==> src/rtl/spi_slave_ctrl.sv <==
// SPI slave front-end for the single-port RAM: deserialises 10-bit MOSI frames
// into rx_data/rx_valid and serialises RAM read data back out on MISO.
module spi_slave_ctrl #(
  parameter int FRAME_W = 10,
  parameter int DATA_W  = 8
) (
  input  logic               clk,
  input  logic               rst,
  input  logic               ss_n,
  input  logic               mosi,
  output logic               miso,
  output logic [FRAME_W-1:0] rx_data,
  output logic               rx_valid,
  input  logic [DATA_W-1:0]  tx_data,
  input  logic               tx_valid
);

  typedef enum logic [2:0] {
    IDLE      = 3'd0,
    CHK_CMD   = 3'd1,
    WRITE     = 3'd2,
    READ_ADD  = 3'd3,
    READ_DATA = 3'd4
  } state_t;

  localparam logic [3:0] CNT_FRAME = 4'(FRAME_W);
  localparam logic [3:0] CNT_DATA  = 4'(DATA_W);

  state_t             state;
  state_t             next_state;
  logic [FRAME_W-1:0] shift_reg;
  logic [DATA_W-1:0]  tx_shift;
  logic [3:0]         cnt;
  logic               frame_done;
  logic               tx_busy;
  logic               rd_addr_seen;
  logic               frame_full;

  assign frame_full = (cnt == CNT_FRAME);

  always_ff @(posedge clk or posedge rst) begin
    if (rst) begin
      state <= IDLE;
    end else begin
      state <= next_state;
    end
  end

  always_comb begin
    next_state = state;
    case (state)
      IDLE: begin
        if (!ss_n) next_state = CHK_CMD;
      end
      CHK_CMD: begin
        if (ss_n)              next_state = IDLE;
        else if (!mosi)        next_state = WRITE;
        else if (rd_addr_seen) next_state = READ_DATA;
        else                   next_state = READ_ADD;
      end
      WRITE, READ_ADD, READ_DATA: begin
        if (ss_n) next_state = IDLE;
      end
      default: next_state = IDLE;
    endcase
  end

  // One counter serves both directions: captured frame bits, then (after a
  // tx_data latch) serialised MISO bits. It stops at its limit instead of
  // wrapping, so a long ss_n-low period never starts a second frame.
  always_ff @(posedge clk or posedge rst) begin
    if (rst) begin
      shift_reg    <= '0;
      tx_shift     <= '0;
      cnt          <= 4'd0;
      frame_done   <= 1'b0;
      tx_busy      <= 1'b0;
      rd_addr_seen <= 1'b0;
      miso         <= 1'b0;
      rx_data      <= '0;
      rx_valid     <= 1'b0;
    end else begin
      rx_valid <= 1'b0;
      if (ss_n) begin
        // Abort (or idle): drop any partial frame and any MISO transfer.
        cnt        <= 4'd0;
        frame_done <= 1'b0;
        tx_busy    <= 1'b0;
        miso       <= 1'b0;
      end else begin
        case (state)
          CHK_CMD: begin
            shift_reg <= {shift_reg[FRAME_W-2:0], mosi};
            cnt       <= 4'd1;
          end
          WRITE, READ_ADD, READ_DATA: begin
            if (!frame_done) begin
              if (!frame_full) begin
                shift_reg <= {shift_reg[FRAME_W-2:0], mosi};
                cnt       <= cnt + 4'd1;
              end else begin
                rx_data    <= shift_reg;
                rx_valid   <= 1'b1;
                frame_done <= 1'b1;
                if (state == READ_ADD)       rd_addr_seen <= 1'b1;
                else if (state == READ_DATA) rd_addr_seen <= 1'b0;
              end
            end else if (state == READ_DATA) begin
              if (!tx_busy) begin
                if (tx_valid) begin
                  tx_shift <= tx_data;
                  tx_busy  <= 1'b1;
                  cnt      <= 4'd0;
                end
              end else if (cnt < CNT_DATA) begin
                miso     <= tx_shift[DATA_W-1];
                tx_shift <= {tx_shift[DATA_W-2:0], 1'b0};
                cnt      <= cnt + 4'd1;
              end else begin
                miso <= 1'b0;
              end
            end
          end
          default: ;
        endcase
      end
    end
  end

endmodule

==> config.mk <==
export PLATFORM = sky130hd
export DESIGN_NAME = spi_slave_ctrl
export DESIGN_NICKNAME = d
export VERILOG_FILES = /design/src/rtl/spi_slave_ctrl.sv
export SDC_FILE = /design/constraint.sdc
export NUM_CORES = 1
export LEC_CHECK = 0
export ABC_AREA = 1
export BUFFER_PORTS_ARGS = -buffer_cell sky130_fd_sc_hd__buf_2
export CORE_ASPECT_RATIO = 0.8
export CORE_MARGIN = 8
export CORE_UTILIZATION = 45
export DETAILED_ROUTE_END_ITERATION = 10
export GPL_TIMING_DRIVEN = 0
export PLACE_DENSITY = 0.72
export SYNTH_ARGS = -nofsm -noshare
export SYNTH_HDL_FRONTEND = slang
export SYNTH_SLANG_ARGS = --single-unit
==> constraint.sdc <==
create_clock -name clk -period 3.8 [get_ports clk]
set_input_delay 0.57 -clock clk [delete_from_list [all_inputs] [get_ports clk]]
set_output_delay 0.57 -clock clk [all_outputs]
set_load 0.005 [all_outputs]
Word-level counts from Yosys, hierarchy flattened --
Cells that the tools add are included.
Storage, ports and cells: latch bits 0, memories kept 0, bits in writable memories 0, output and inout port bits 12, word-level logic and storage cells 87, bits in read-only memories 0, input bits 13, flip-flop bits (word level) 40
Operators by class: magnitude comparators 1, add/sub/neg operators 1, bitwise gates (word level) 2, div/mod/pow operators 0, equality and inequality tests 14, multiply operators 0, reduce and logical (&&, ||, !) cells 18, multiplexer cells 41, shift-type cells 0
Operators by type and width (count):
- 4-bit two-way mux | 7
- 8-bit two-way mux | 3
- 1-bit two-way mux | 21
- 10-bit two-way mux | 2
- 10-bit one-hot mux with 2 select lines | 1
- 3-bit two-way mux | 5
- 2-bit nonzero test | 7
- 4-bit AND reduction | 3
- 5-bit != test, second input constant | 2
- 5-bit AND reduction | 2
- 3-bit one-hot mux with 3 select lines | 1
- 2-bit != test, second input constant | 4
- 4-bit != test, second input constant | 2
- 4-bit one-hot mux with 2 select lines | 1
- 3-bit by 2-bit equality test with 1-bit output, second input constant | 2
- 6-bit AND reduction | 1
- 4-bit by 1-bit adder with 4-bit output, second input constant | 1
- 4-bit equality test, second input constant | 1
- 4-bit less-than comparator, second input constant | 1
- 3-bit by 1-bit equality test with 1-bit output, second input constant | 1
- 3-bit equality test, second input constant | 1
- 3-bit logical NOT | 1
- 3-bit AND reduction | 1
- 3-bit nonzero test | 1
- other kinds (4) | 5

Depth between registers and ports, before layout --
depth after elaboration 7, gate-level depth with buffers 9

Worst setup path before layout --
OpenSTA, ideal clock, no wires.
kind input to register, start point input ss_n, end point register shift_reg[0], stages 7, data required time 3.735 ns, arrival 1.390 ns, setup time 0.065 ns, path slack 2.345 ns, cell sequence clkbuf_2 -> inv_1 -> nand3_1 -> o21ai_2 -> buf_2 -> nand3_1 -> nand2_1
On the way: word-level cells in the longest chain between the ends 2
RTL lines:
- start: declaration | line 9 | input logic ss_n,
- 1-bit inverter (no line)
- 4-bit AND reduction (no line)
- end signal: assignment | line 93 | shift_reg <= {shift_reg[FRAME_W-2:0], mosi};
- end signal: assignment | line 99 | shift_reg <= {shift_reg[FRAME_W-2:0], mosi};
- end: declaration | line 31 | logic [FRAME_W-1:0] shift_reg;
No other way between the ends. A chain may end at the register's enable or synchronous reset.

Worst setup path in the final report --
start point register cnt[0], end point register rx_data[4]
On the way: word-level cells in the longest chain between the ends 2
RTL lines:
- start: declaration | line 33 | logic [3:0] cnt;
- start signal: assignment | line 100 | cnt <= cnt + 4'd1;
- start signal: assignment | line 118 | cnt <= cnt + 4'd1;
- 4-bit equality test | line 39 | assign frame_full = (cnt == CNT_FRAME);
- 4-bit AND reduction (no line)
- end signal: assignment | line 102 | rx_data <= shift_reg;
- end: declaration | line 12 | output logic [FRAME_W-1:0] rx_data,
No other way between the ends.

==> flow_summary.json <==
{
  "grt_pass1_vias": 1513,
  "coreArea_um2": 4200,
  "p_int_mw": 0.716,
  "cp.required_ns": 3.98,
  "fin_crit_ns": 1.56,
  "n_antenna_cell": 0,
  "synth_edf_count": 0,
  "clk_latency_ns": 0.29,
  "seqPwrFrac_pct": 53.1,
  "synth_nets": 249,
  "drc": 0,
  "die_w_um": 89.9,
  "syn_to_final_growth_pct": 14.9,
  "antenna_left": 0,
  "synthAdderAreaFrac_pct": 1.27,
  "tns_ns": 0,
  "ys_types": 28,
  "grt_max_degree": 41,
  "endpoint_kind": "register",
  "cap_viol_max_count": 0,
  "synthSimpleGateAreaFrac_pct": 32.1,
  "hpwl_um": 2680,
  "tightest_slew_ns": 0.810,
  "hp-class": "in2async",
  "fin_skew_ns": 0.0102,
  "cpMostUsedCell": "nand2_1",
  "synthCells": 234,
  "worstSetupStartpointType": "register",
  "max_slew_margin_pct": 46.0,
  "grt-ovfl-total": 0,
  "drtIter0Drc": 92,
  "crit_chain": "inv_1 -> ha_1 -> nand2_1 -> nor2_2 -> nand3_2 -> buf_2 -> nand2_1 -> nand2_1",
  "finalCoreUtilization_pct": 53.8,
  "fmax_ghz": 0.640,
  "post_cts_resized": 0,
  "synth_top_flop_cell": "dfrtp_1",
  "worstPathMaxFanout": 10,
  "worst_slack_ns": 2.24,
  "cts_tree": "built",
  "comb_power_share_pct": 12.1,
  "pre_cts_slack_ns": 2.17,
  "vias_per_cell": 4.83,
  "grt_usage_pct": 12.3,
  "avgSynthCellArea_um2": 8.41,
  "io_buffer_count": 23,
  "die_height_um": 75.2,
  "start_util_pct": 46.8,
  "io_pins": 25,
  "max_stage_delay_ns": 0.41,
  "setup_viol": 0,
  "switching_share_pct": 26.4,
  "drt_wl_total_um": 3790,
  "synthArstFlopShare_pct": 100,
  "crit_type": "reg2reg",
  "synth_top_family_by_area": "simple AND/OR/NAND/NOR gates",
  "cts_max_path_buffers": 2,
  "antenna_found_initial": 0,
  "synth-compound-area-share_pct": 9.60,
  "routedWlPerCell_um": 11.8,
  "leakage_nw": 1.24,
  "synth_xor_area_share_pct": 0.445,
  "p_clk_share_pct": 34.8,
  "ys_seq_area_share_pct": 50.9,
  "status": "finished, final reports clean",
  "die_area_um2": 6760,
  "mostFrequentLayoutCells": "nand2_1, dfrtp_1, buf_2",
  "synthMuxAreaShare_pct": 0,
  "gp_congestion": 0.800,
  "power_density_nw_per_um2": 430,
  "drive_gt1_share_pct": 25.3,
  "h-tree-depth": 2,
  "p_sw_mw": 0.257,
  "nets": 279,
  "final_area_um2": 2260,
  "grt_pass1_wl_um": 6680,
  "finalHoldViolations": 0,
  "ctsHoldBuffers": 0,
  "path_clk_slew_ns": 0.08,
  "synth_seq_cells": 40,
  "ys_warn_count": 0,
  "fp-row-count": 21,
  "post-cts-setup-buffer-count": 0,
  "placed_area_um2": 2150,
  "clkSinkCount": 40,
  "critPathSlowestCell": "dfrtp_1",
  "post-route-period-util_pct": 41.1,
  "num_vias": 1556,
  "cts_made_buffers": 5,
  "layout_commonest_cell": "nand2_1",
  "rsz0062_at_grt": "no",
  "maxSlewViolCount": 0,
  "cts_root_buf": "clkbuf_8",
  "vdd_drop_max_uv": 242,
  "dr.pass1.iters": 4,
  "cp.arrival_ns": 1.74,
  "synth_area_um2": 1970
}
-- routing by layer --
layer	wire length [um]	vias up	global-route usage, %
met5	0	-	0
met4	89	0	7.90
met3	174	8	3.59
met2	1630	28	18.8
met1	1900	710	15.2
li1	-	810	-
-- power groups by stage --
stage               Combinational, mW  Sequential (mW)  Clock, mW
finish                          0.118            0.517      0.338
CTS                             0.120            0.516      0.347
detailed placement              0.119            0.525          0
floorplan                      0.0929            0.516          0
global route                    0.140            0.526      0.366
global placement                0.115            0.524          0
-- kinds of logic (layout without fill, tap and decap cells) --
logic type,after synthesis,in the layout
xor gates and xnor gates,1,1
DFF,40,40
and+or+nand+nor,139,139
AOI/OAI and AO/OA,28,28
buffers and inverters,24,55
adders and majority gates,2,2
-- per-stage QoR --
| stage | hold slack [ns] | total power [mW] | instances |
|---|---|---|---|
| 3_5_place_dp | 0.460 | 0.644 | 314 |
| 5_1_grt | 0.496 | 1.03 | 322 |
| 4_1_cts | 0.466 | 0.983 | 322 |
| 3_3_place_gp | 0.459 | 0.639 | 314 |
| 6_report | 0.423 | 0.973 | 322 |
| 2_1_floorplan | 0.442 | 0.609 | 234 |
-- cells in the mapped netlist, types with 3 or more instances --
library cell  number  area (um^2)
nor2_2             3         18.8
nand3_2            3         30.0
o21ai_0           10         50.1
nand3_1           16         80.1
or2_2              5         31.3
buf_4              3         22.5
a21oi_1            7         35.0
inv_2              4         15.0
inv_1             12         45.0
nor2_1            13         48.8
nand2_4            3         33.8
nand4_1            3         18.8
nand2_1           88          330
o211ai_2           5         62.6
dfrtp_1           40         1000
-- final cells by class --
type,instances,area (um^2)
timing repair buffer,23,115
buffer,8,52.6
sequential,40,1000
multi-input combinational,170,855
inverter,16,60.1
clock inverter,2,35.0
fill,401,1940
clock buffer,6,72.6
tap,57,71.3
-- critical path, delay by kind of cell (launching register included) --
| kind | cells | cell delay, ns |
|---|---|---|
| fa+ha+maj | 1 | 0.14 |
| simple gates | 5 | 0.58 |
| flops | 1 | 0.41 |
| buf+inv | 2 | 0.33 |
-- final timing paths --
| path | startpoint | endpoint | slack, ns | cells after the start |
|---|---|---|---|---|
| setup / recovery | cnt[0]$_DFFE_PP0P_ | rx_data[4]$_DFFE_PP0P_ | 2.24 | 8 |
| hold / removal | rst | rx_data[1]$_DFFE_PP0P_ | 0.42 | 2 |
| setup reg to reg | cnt[0]$_DFFE_PP0P_ | rx_data[4]$_DFFE_PP0P_ | 2.24 | 8 |
| hold reg to reg | rx_data[7]$_DFFE_PP0P_ | rx_data[7]$_DFFE_PP0P_ | 0.48 | 2 |
| max in group asynchronous | rst | cnt[0]$_DFFE_PP0P_ | 2.85 | 2 |
| min in group clk | rx_data[7]$_DFFE_PP0P_ | rx_data[7]$_DFFE_PP0P_ | 0.48 | 2 |
Power figures use the tool's default switching activity.
